--- config.mk ---
export PLATFORM = sky130hd
export DESIGN_NAME = dpram_mailbox_ctrl
export DESIGN_NICKNAME = d
export VERILOG_FILES = /design/src/rtl/dpram_mailbox_ctrl.sv
export SDC_FILE = /design/constraint.sdc
export NUM_CORES = 1
export LEC_CHECK = 0
export ABC_AREA = 1
export CORE_MARGIN = 3
export CORE_UTILIZATION = 24
export DETAILED_ROUTE_END_ITERATION = 7
export PLACE_DENSITY = 0.52
export SLEW_MARGIN = 20
export SYNTH_ARGS = -nofsm -noshare
export SYNTH_HDL_FRONTEND = slang
export SYNTH_SLANG_ARGS = --single-unit
--- constraint.sdc ---
create_clock -name clk_i -period 2.2 [get_ports clk_i]
set_input_delay 0.33 -clock clk_i [delete_from_list [all_inputs] [get_ports clk_i]]
set_output_delay 0.33 -clock clk_i [all_outputs]
set_load 0.01 [all_outputs]
--- src/rtl/dpram_mailbox_ctrl.sv ---
// Round-robin mailbox controller: pulls operands for a channel from the shared RAM,
// runs the accelerator, and writes back the result and status words.
module dpram_mailbox_ctrl #(
  parameter int unsigned ADDR_W      = 8,
  parameter int unsigned DATA_W      = 32,
  parameter int unsigned N_CH        = 2,
  parameter int unsigned N_OPS       = 2,
  parameter int unsigned CH_STRIDE   = 8,
  parameter int unsigned OP_OFS      = 2,
  parameter int unsigned RES_OFS     = 6,
  parameter int unsigned TIMEOUT_CYC = 1024
) (
  input  logic                    clk_i,
  input  logic                    rst_i,
  output logic [ADDR_W-1:0]       ram_addr_o,
  output logic                    ram_we_o,
  output logic [DATA_W-1:0]       ram_wdata_o,
  input  logic [DATA_W-1:0]       ram_rdata_i,
  output logic [N_OPS*DATA_W-1:0] acc_ops_o,
  output logic                    acc_start_o,
  output logic                    acc_abort_o,
  input  logic                    acc_done_i,
  input  logic                    acc_err_i,
  input  logic [DATA_W-1:0]       acc_result_i,
  output logic [2:0]              ch_o,
  output logic                    busy_o,
  output logic [N_CH-1:0]         irq_o,
  output logic [3:0]              state_o
);

  localparam int unsigned PTR_W = (N_CH > 1) ? $clog2(N_CH) : 1;
  localparam int unsigned K_W   = (N_OPS > 1) ? $clog2(N_OPS) : 1;
  localparam int unsigned CNT_W = (TIMEOUT_CYC > 1) ? $clog2(TIMEOUT_CYC) : 1;

  typedef enum logic [3:0] {
    S_IDLE       = 4'd0,
    S_POLL_CHK   = 4'd1,
    S_LOAD_RD    = 4'd2,
    S_LOAD_CAP   = 4'd3,
    S_START      = 4'd4,
    S_WAIT_DONE  = 4'd5,
    S_WR_RES     = 4'd6,
    S_WR_STATUS  = 4'd7,
    S_CLR_STATUS = 4'd8
  } state_e;

  state_e            state_q;
  logic [PTR_W-1:0]  ptr_q;
  logic [PTR_W-1:0]  ptr_nxt;
  logic [K_W-1:0]    k_q;
  logic [CNT_W-1:0]  cnt_q;
  logic [N_CH-1:0]   pend_q;
  logic              err_q;
  logic [ADDR_W-1:0] base_cur;
  logic [ADDR_W-1:0] base_nxt;

  assign ptr_nxt  = (ptr_q == PTR_W'(N_CH - 1)) ? '0 : ptr_q + PTR_W'(1);
  assign base_cur = ADDR_W'(32'(ptr_q) * CH_STRIDE);
  assign base_nxt = ADDR_W'(32'(ptr_nxt) * CH_STRIDE);
  assign ch_o     = 3'(ptr_q);
  assign state_o  = 4'(state_q);

  // Outputs are registered against the state being entered, so they line up with that state.
  always_ff @(posedge clk_i or negedge rst_i) begin
    if (!rst_i) begin
      state_q     <= S_IDLE;
      ptr_q       <= '0;
      k_q         <= '0;
      cnt_q       <= '0;
      pend_q      <= '0;
      err_q       <= 1'b0;
      ram_addr_o  <= '0;
      ram_we_o    <= 1'b0;
      ram_wdata_o <= '0;
      acc_ops_o   <= '0;
      acc_start_o <= 1'b0;
      acc_abort_o <= 1'b0;
      busy_o      <= 1'b0;
      irq_o       <= '0;
    end else begin
      ram_we_o    <= 1'b0;
      acc_start_o <= 1'b0;
      acc_abort_o <= 1'b0;
      irq_o       <= '0;
      case (state_q)
        S_IDLE: begin
          state_q <= S_POLL_CHK;
          busy_o  <= 1'b0;
        end
        S_POLL_CHK: begin
          if (pend_q[ptr_q] && !ram_rdata_i[0]) begin
            state_q     <= S_CLR_STATUS;
            ram_we_o    <= 1'b1;
            ram_addr_o  <= base_cur + ADDR_W'(1);
            ram_wdata_o <= '0;
            busy_o      <= 1'b1;
          end else if (!pend_q[ptr_q] && ram_rdata_i[0]) begin
            state_q    <= S_LOAD_RD;
            k_q        <= '0;
            ram_addr_o <= base_cur + ADDR_W'(OP_OFS);
            busy_o     <= 1'b1;
          end else begin
            state_q    <= S_IDLE;
            ptr_q      <= ptr_nxt;
            ram_addr_o <= base_nxt;
            busy_o     <= 1'b0;
          end
        end
        S_LOAD_RD: state_q <= S_LOAD_CAP;
        S_LOAD_CAP: begin
          acc_ops_o[32'(k_q)*DATA_W +: DATA_W] <= ram_rdata_i;
          if (k_q == K_W'(N_OPS - 1)) begin
            state_q     <= S_START;
            acc_start_o <= 1'b1;
          end else begin
            state_q    <= S_LOAD_RD;
            k_q        <= k_q + K_W'(1);
            ram_addr_o <= base_cur + ADDR_W'(OP_OFS) + ADDR_W'(k_q) + ADDR_W'(1);
          end
        end
        S_START: begin
          state_q <= S_WAIT_DONE;
          cnt_q   <= '0;
        end
        // A done seen in the same cycle as the last timeout count takes priority.
        S_WAIT_DONE: begin
          if (acc_done_i) begin
            state_q     <= S_WR_RES;
            err_q       <= acc_err_i;
            ram_we_o    <= 1'b1;
            ram_addr_o  <= base_cur + ADDR_W'(RES_OFS);
            ram_wdata_o <= acc_result_i;
          end else if (cnt_q == CNT_W'(TIMEOUT_CYC - 1)) begin
            state_q       <= S_WR_STATUS;
            acc_abort_o   <= 1'b1;
            ram_we_o      <= 1'b1;
            ram_addr_o    <= base_cur + ADDR_W'(1);
            ram_wdata_o   <= DATA_W'(3'b100);
            pend_q[ptr_q] <= 1'b1;
            irq_o[ptr_q]  <= 1'b1;
          end else begin
            cnt_q <= cnt_q + CNT_W'(1);
          end
        end
        S_WR_RES: begin
          state_q       <= S_WR_STATUS;
          ram_we_o      <= 1'b1;
          ram_addr_o    <= base_cur + ADDR_W'(1);
          ram_wdata_o   <= DATA_W'({1'b0, err_q, 1'b1});
          pend_q[ptr_q] <= 1'b1;
          irq_o[ptr_q]  <= 1'b1;
        end
        S_WR_STATUS: begin
          state_q    <= S_IDLE;
          ptr_q      <= ptr_nxt;
          ram_addr_o <= base_nxt;
          busy_o     <= 1'b0;
        end
        S_CLR_STATUS: begin
          state_q       <= S_IDLE;
          pend_q[ptr_q] <= 1'b0;
          ptr_q         <= ptr_nxt;
          ram_addr_o    <= base_nxt;
          busy_o        <= 1'b0;
        end
        default: begin
          state_q    <= S_IDLE;
          ram_addr_o <= base_cur;
          busy_o     <= 1'b0;
        end
      endcase
    end
  end

endmodule

==> out/results.txt, run 1 <==
maximum number of pins on one net before global-route repair: 66
clock network latency to the later pin of the worst-skew pair: 0.41 ns
post-layout instance area: 8080 sq um
dominant cell type by area after synthesis: sky130_fd_sc_hd__dfrtp_1
classification of the worst setup path: flop to output port
final period demand of the worst path: 1.98 ns
number of global-route vias before repair: 4,610
unrepaired setup endpoints after global routing: no
CTS tree: built
maximum vdd drop: 0.553 mV
slowest library cell on the worst path: sky130_fd_sc_hd__clkdlybuf4s50_1
average footprint of a synthesized cell: 9.01 sq um
die height: 157 um
cell class contributing the biggest share of worst-path delay: buffers and inverters
register bit count reported by yosys: 125
GRT Resource Usage Total: 0.127
placer congestion estimate: 0.808
Cell Rows: 54
register area share after synthesis: 0.574
htree depth: 4
relative area change from synthesis to final layout: 48.3%
power density cells: 1420 nW/um^2
synthesized netlist cell count: 605
status: completed
Post-layout nets: 858
Ports: 185
timing-limited maximum frequency: 0.504 GHz
synth unique cells: 31
Total Die Area: 24,500 sq um
biggest area contributors in the synthesized netlist: sky130_fd_sc_hd__dfrtp_1 57%, sky130_fd_sc_hd__nand2_1 15%, sky130_fd_sc_hd__o21ai_0 4.8%
CP endpoint kind: output port
cells traversed along the worst timing path: clkdlybuf4s50_1
Crit Path Max Fanout: 9
post-synthesis compound-gate area fraction: 0.0822
total negative setup slack: 0 ns
Clk pin slew, worst setup/hold paths: 0.06 ns
CP startpoint kind: flop
Syn Std Cell Area: 5450 sq um
Total Power: 11.5 mW
placed inst area: 7490 sq um
residual DRC count: 0
WHS: 0.418 ns
number of DRC markers after the initial detailed-route iteration: 208
crit share post-route: 0.901
pins over their slew limit: 0
number of nets with antenna violations after routing: 0
deepest clock path buffer count: 2
number of buffers and inverters on the critical path: 1
Routed Wire Length: 15,200 um
static leakage: 3.88 nW
Root Driver: sky130_fd_sc_hd__clkbuf_16
combinational family with the most area after synthesis: simple AND/OR/NAND/NOR gates
parity-gate share of the synthesized area counting xor and xnor cells: 0
clk sink count: 125
share of cells above drive strength 1: 0.110
number of endpoints with negative hold slack in the final report: 0
die span in x: 157 um
simple-gate share of the synthesized area: 0.246
number of iterations in the first detailed-routing pass: 5
grt ovf: 0
routed via count: 4,483
final worst clock skew: 0.0130 ns
initial core utilization: 0.247
Synthesis Warnings: 0
multiplexer share of the synthesized area: 0
buffers inserted during post-CTS setup optimization: 0
Avg Vias per Cell: 4.15
kind of path behind the tightest hold check: primary input to async pin
average wire per cell in the routed design: 14.1 um
total setup violations reported at the end of the flow: 0
number of buffers created by CTS: 17
standard cell core area: 22,100 sq um
placed wire-length estimate: 10,900 um
global-route wire length before repair: 24,500 um
critical path required time: 1.87 ns
# Max-Cap Violations: 0
Yosys top cell area share: 0.574
area share of fa/ha/maj cells after synthesis: 0.00689
longest individual stage delay on the worst path: 0.69 ns
Port Buf Inserts: 178
critical path arrival: 1.65 ns
antenna violations before repair: 1
## flip-flops by register name (all words and copies together) (netlist names), named ones only
name	count
acc_ops_o	64
busy_o	1
cnt_q	10
k_q	1
err_q	1
ram_wdata_o	32
ptr_q	1
ram_addr_o	4
state_o	4
acc_start_o	1
acc_abort_o	1
ram_we_o	1
irq_o	2
## layout make-up
class	instances	area, sq um
Fill cell	2254	14000
Sequential cell	125	3130
Timing Repair Buffer	190	1940
Multi-Input combinational cell	393	1860
Clock buffer	21	470
Tap cell	280	350
Inverter	60	228
Clock inverter	11	108
Antenna cell	1	2.50
## cell usage after synthesis
master,count
sky130_fd_sc_hd__clkbuf_1,5
sky130_fd_sc_hd__o21ai_0,52
sky130_fd_sc_hd__clkinv_2,2
sky130_fd_sc_hd__inv_1,53
sky130_fd_sc_hd__nor2_2,3
sky130_fd_sc_hd__buf_4,8
sky130_fd_sc_hd__or2_2,2
sky130_fd_sc_hd__nor3_1,2
sky130_fd_sc_hd__nand4_1,7
sky130_fd_sc_hd__nor3b_1,1
sky130_fd_sc_hd__o21bai_1,1
sky130_fd_sc_hd__o211ai_1,1
sky130_fd_sc_hd__nand3_2,7
sky130_fd_sc_hd__conb_1,1
sky130_fd_sc_hd__nand2_1,216
sky130_fd_sc_hd__nand3_4,1
sky130_fd_sc_hd__nor2_1,22
sky130_fd_sc_hd__ha_1,3
sky130_fd_sc_hd__nand2_4,3
sky130_fd_sc_hd__o21ai_1,4
sky130_fd_sc_hd__o31ai_1,1
sky130_fd_sc_hd__a21oi_1,1
sky130_fd_sc_hd__buf_6,14
sky130_fd_sc_hd__inv_2,5
sky130_fd_sc_hd__nand3_1,40
sky130_fd_sc_hd__dfrtp_1,125
sky130_fd_sc_hd__buf_2,5
sky130_fd_sc_hd__a21oi_2,1
sky130_fd_sc_hd__nand2_2,2
sky130_fd_sc_hd__o21ai_2,15
sky130_fd_sc_hd__nor2_4,2
## report_power, final
part	switching, mW	internal [mW]
clock network	1.09	1.65
logic	2.35	2.45
registers	0.614	3.31
total	4.05	7.41
## cell usage in the layout, fill, tap and decap left out, drive strengths merged
cell	Yosys	routed
a21oi	2	2
buf	27	12
bufinv	0	1
clkbuf	5	21
clkdlybuf4s50	0	177
clkinv	2	4
clkinvlp	0	5
conb	1	6
dfrtp	125	125
diode	0	1
dlygate4sd3	0	1
ha	3	3
inv	58	61
nand2	221	221
nand3	48	48
nand4	7	7
nor2	27	27
nor3	2	2
nor3b	1	1
o211ai	1	1
o21ai	71	71
o21bai	1	1
o31ai	1	1
or2	2	2
## stage by stage
| step | std cells | worst slack (ns) | util |
|---|---|---|---|
| 2_1_floorplan | 610 | 0.437 | - |
| 3_3_place_gp | 1047 | 0.319 | 0.339 |
| 3_5_place_dp | 1047 | 0.283 | 0.339 |
| 4_1_cts | 1080 | 0.214 | 0.366 |
| 5_1_grt | 1081 | 0.149 | 0.366 |
| 6_report | 1081 | 0.218 | 0.366 |
## per-layer routing
layer | track usage | vias to the layer above | share of wire
met2 | 0.201 | 129 | 0.47
li1 | - | 2258 | -
met3 | 0.0448 | 10 | 0.055
met4 | 0.0421 | 0 | 0.015
met5 | 0 | - | 0
met1 | 0.163 | 2086 | 0.46
## cells by family (layout without fill, tap and decap cells)
kind of cell	after synthesis	after routing
AOI/OAI and AO/OA	76	76
adders and majority gates	3	3
buffers and inverters	92	282
DFF	125	125
other	1	7
and+or+nand+nor	308	308
## repair_timing
item,4_1_cts,5_1_grt
hold buffers,1,0
gates resized for setup,0,0
hold endpoints to repair,42,0
## path summary, 6_finish.rpt
| path | slack [ns] | end | start | depth (start not counted) |
|---|---|---|---|---|
| max in group asynchronous | 1.17 | ram_addr_o[1]$_DFFE_PN0P_ | rst_i | 3 |
| min | 0.42 | acc_ops_o[18]$_DFFE_PN0P_ | rst_i | 2 |
| max | 0.22 | state_o[1] | state_o[1]$_DFFE_PN0P_ | 1 |
| min in group clk_i | 0.45 | ram_wdata_o[24]$_DFFE_PN0P_ | acc_result_i[24] | 3 |
| min reg2reg | 0.47 | flop | flop | 2 |
| max reg2reg | 0.30 | ram_wdata_o[0]$_DFFE_PN0P_ | ptr_q$_DFFE_PN0P_ | 12 |
No activity file was read; power rests on OpenSTA's default activity.
==> run 2: changes to the inputs <==
- CORE_MARGIN: 3 -> default
- GPL_ROUTABILITY_DRIVEN: default -> 0
==> run 2 against run 1 <==
- the flow now finishes with violations (DRC)
- maximum frequency increased by 3.2%
- non-clock buffer count decreased by 2
- count of clock-buffer cells in the layout decreased by 2
- global-route usage increased by 0.27 points
- die area decreased by 5.0%
- critical path depth increased by 10
- sequential share of layout area unchanged
- cell area unchanged
- final cell count decreased by 0.19%
- sequential cell count unchanged
- clock power increased by 3%
- via count decreased by 1.1%
- critical path type is now flop to flop
- critical endpoint is now ram_wdata_o[0]$_DFFE_PN0P_
- largest power group unchanged
==> out/results.txt, run 2 (same netlist as run 1, synthesis figures left out) <==
number of iterations in the first detailed-routing pass: 8 (+3)
initial core utilization: 0.247 (+0.000757)
non-filler instance count after layout: 1,079 (-0.19%)
Ports: 185 (unchanged)
flip-flop count of the largest register after layout: 64 (unchanged)
failing checks: DRC
longest individual stage delay on the worst path: 0.35 ns (-0.34 ns)
critical path arrival: 2.26 ns (+0.61 ns)
cells traversed along the worst timing path: inv_1, or2_2, o21ai_0, inv_1, ha_1, nand3_1, nand2_1, inv_2, buf_4, nand3_1, nand3_1
relative area change from synthesis to final layout: 48.3% (unchanged)
met1 Use GR: 0.165 (+0.00134)
standard cell core area: 22,000 sq um (-0.31%)
Clk pin slew, worst setup/hold paths: 0.06 ns (about the same)
total setup violations reported at the end of the flow: 0 (unchanged)
share of cells above drive strength 1: 0.109 (-0.000977)
setup slack of the worst register-to-register path: 0.28 ns (-0.02 ns)
clock network latency to the later pin of the worst-skew pair: 0.41 ns (about the same)
number of nets with antenna violations after routing: 0 (unchanged)
pins over their slew limit: 0 (unchanged)
CTS tree: built
residual DRC count: 16 (+16)
slowest library cell on the worst path: sky130_fd_sc_hd__dfrtp_1
maximum vdd drop: 0.495 mV (-10%)
crit share post-route: 0.873 (-0.0283)
static leakage: 3.89 nW (about the same)
clk sink count: 125 (unchanged)
Avg Vias per Cell: 4.11 (-0.91%)
cell repeated most along the worst path: sky130_fd_sc_hd__nand3_1
CP endpoint kind: flop
routed via count: 4,434 (-1.1%)
Total Power: 11.5 mW (about the same)
CP startpoint kind: flop
placed wire-length estimate: 10,100 um (-6.8%)
number of placed instances with taps included: 1,045 (-0.19%)
GRT Resource Usage Total: 0.130 (+0.00265)
kind of path behind the tightest hold check: primary input to async pin
die height: 153 um (-2.6%)
number of cells on the worst reg-to-reg path: 11 (-1)
# Max-Cap Violations: 0 (unchanged)
number of DRC markers after the initial detailed-route iteration: 249 (+20%)
status: finished, violations left
most congested layer reported by global routing: met2
Post-layout nets: 856 (-0.23%)
Port Buf Inserts: 178 (unchanged)
average wire per cell in the routed design: 13.6 um (-3.5%)
antenna violations before repair: 1 (unchanged)
htree depth: 4 (unchanged)
Total Die Area: 23,300 sq um (-5.0%)
Routed Wire Length: 14,700 um (-3.6%)
number of global-route vias before repair: 4,408 (-4.4%)
final worst clock skew: 0.00618 ns (-0.00685 ns)
grt ovf: 0 (unchanged)
deepest clock path buffer count: 2 (unchanged)
total negative setup slack: 0 ns (unchanged)
endpoint of the worst-slack reg-to-reg timing path: ram_wdata_o[0]$_DFFE_PN0P_
commonest non-fill, non-tap cell in the layout: sky130_fd_sc_hd__nand2_1
largest registers: acc_ops_o: 64 flops, ram_wdata_o: 32 flops, cnt_q: 10 flops
Cell Rows: 54 (unchanged)
number of endpoints with negative hold slack in the final report: 0 (unchanged)
Root Driver: sky130_fd_sc_hd__clkbuf_16
final period demand of the worst path: 1.92 ns (-0.0622 ns)
timing-limited maximum frequency: 0.521 GHz (+3.2%)
maximum number of pins on one net before global-route repair: 66 (unchanged)
critical path required time: 2.54 ns (+0.67 ns)
register containing the most flip-flops in the final layout: acc_ops_o
met3 Use GR: 0.0441 (-0.000717)
number of buffers created by CTS: 17 (unchanged)
global routing usage on met2: 0.208 (+0.00716)
global-route wire length before repair: 23,700 um (-3.5%)
most frequent cells in the layout: 214 x sky130_fd_sc_hd__nand2_1, 177 x sky130_fd_sc_hd__clkdlybuf4s50_1, 125 x sky130_fd_sc_hd__dfrtp_1
power density cells: 1420 nW/um^2 (about the same)
reg-to-reg critical path startpoint: ptr_q$_DFFE_PN0P_
die span in x: 153 um (-2.6%)
classification of the worst setup path: flop to flop
Crit Path Max Fanout: 15 (+6)
buffers inserted during post-CTS setup optimization: 0 (unchanged)
unrepaired setup endpoints after global routing: no
run 2: critical path: cells and delay by family, from the launching register on:
kind | cells | cell delay, ns
buffers and inverters | 4 | 0.48
DFF | 1 | 0.35
adders and majority gates | 1 | 0.22
and+or+nand+nor | 5 | 0.69
AOI/OAI and AO/OA | 1 | 0.12
run 2: stage by stage:
step	util	hold slack [ns]	cell area (sq um)	setup slack, ns
6_report	0.367	0.433	8080	0.280
3_5_place_dp	0.339	0.319	7470	0.233
3_3_place_gp	0.339	0.319	7470	0.268
4_1_cts	0.367	0.434	8080	0.255
5_1_grt	0.367	0.444	8080	0.129
2_1_floorplan	-	0.0344	5470	0.437
run 2: report_power, final:
part           switching (mW)  total [mW]  internal (mW)
clock network            1.09        2.82           1.73
registers               0.588        3.89           3.30
logic                    2.33        4.77           2.44
run 2: worst max-delay path by stage:
| stage | startpoint | end | slack (ns) |
|---|---|---|---|
| after floorplan | ptr_q$_DFFE_PN0P_ | ram_wdata_o[22]$_DFFE_PN0P_ | 0.44 |
| after global placement | ram_rdata_i[0] | ram_wdata_o[2]$_DFFE_PN0P_ | 0.27 |
| after detailed placement | ram_rdata_i[0] | ram_wdata_o[0]$_DFFE_PN0P_ | 0.23 |
| after CTS | state_o[1]$_DFFE_PN0P_ | state_o[1] | 0.26 |
| after global routing | ptr_q$_DFFE_PN0P_ | ram_wdata_o[0]$_DFFE_PN0P_ | 0.13 |
| final | ptr_q$_DFFE_PN0P_ | ram_wdata_o[0]$_DFFE_PN0P_ | 0.28 |
run 2: timing repair:
| action | in CTS | in global routing |
|---|---|---|
| hold buffers | 1 | 0 |
| gates resized for setup | 0 | 0 |
| hold endpoints to repair | 46 | 0 |
run 2: final cells by class:
class	instances	area, sq um
Sequential cell	125	3130
Inverter	60	228
Fill cell	2310	13900
Antenna cell	1	2.50
Tap cell	280	350
Clock inverter	13	140
Clock buffer	19	453
Multi-Input combinational cell	393	1860
Timing Repair Buffer	188	1920
run 2: layer usage:
metal | up-vias | wire length [um]
li1 | 2249 | -
met1 | 2092 | 6680
met2 | 86 | 7070
met3 | 7 | 805
met4 | 0 | 100
met5 | - | 0
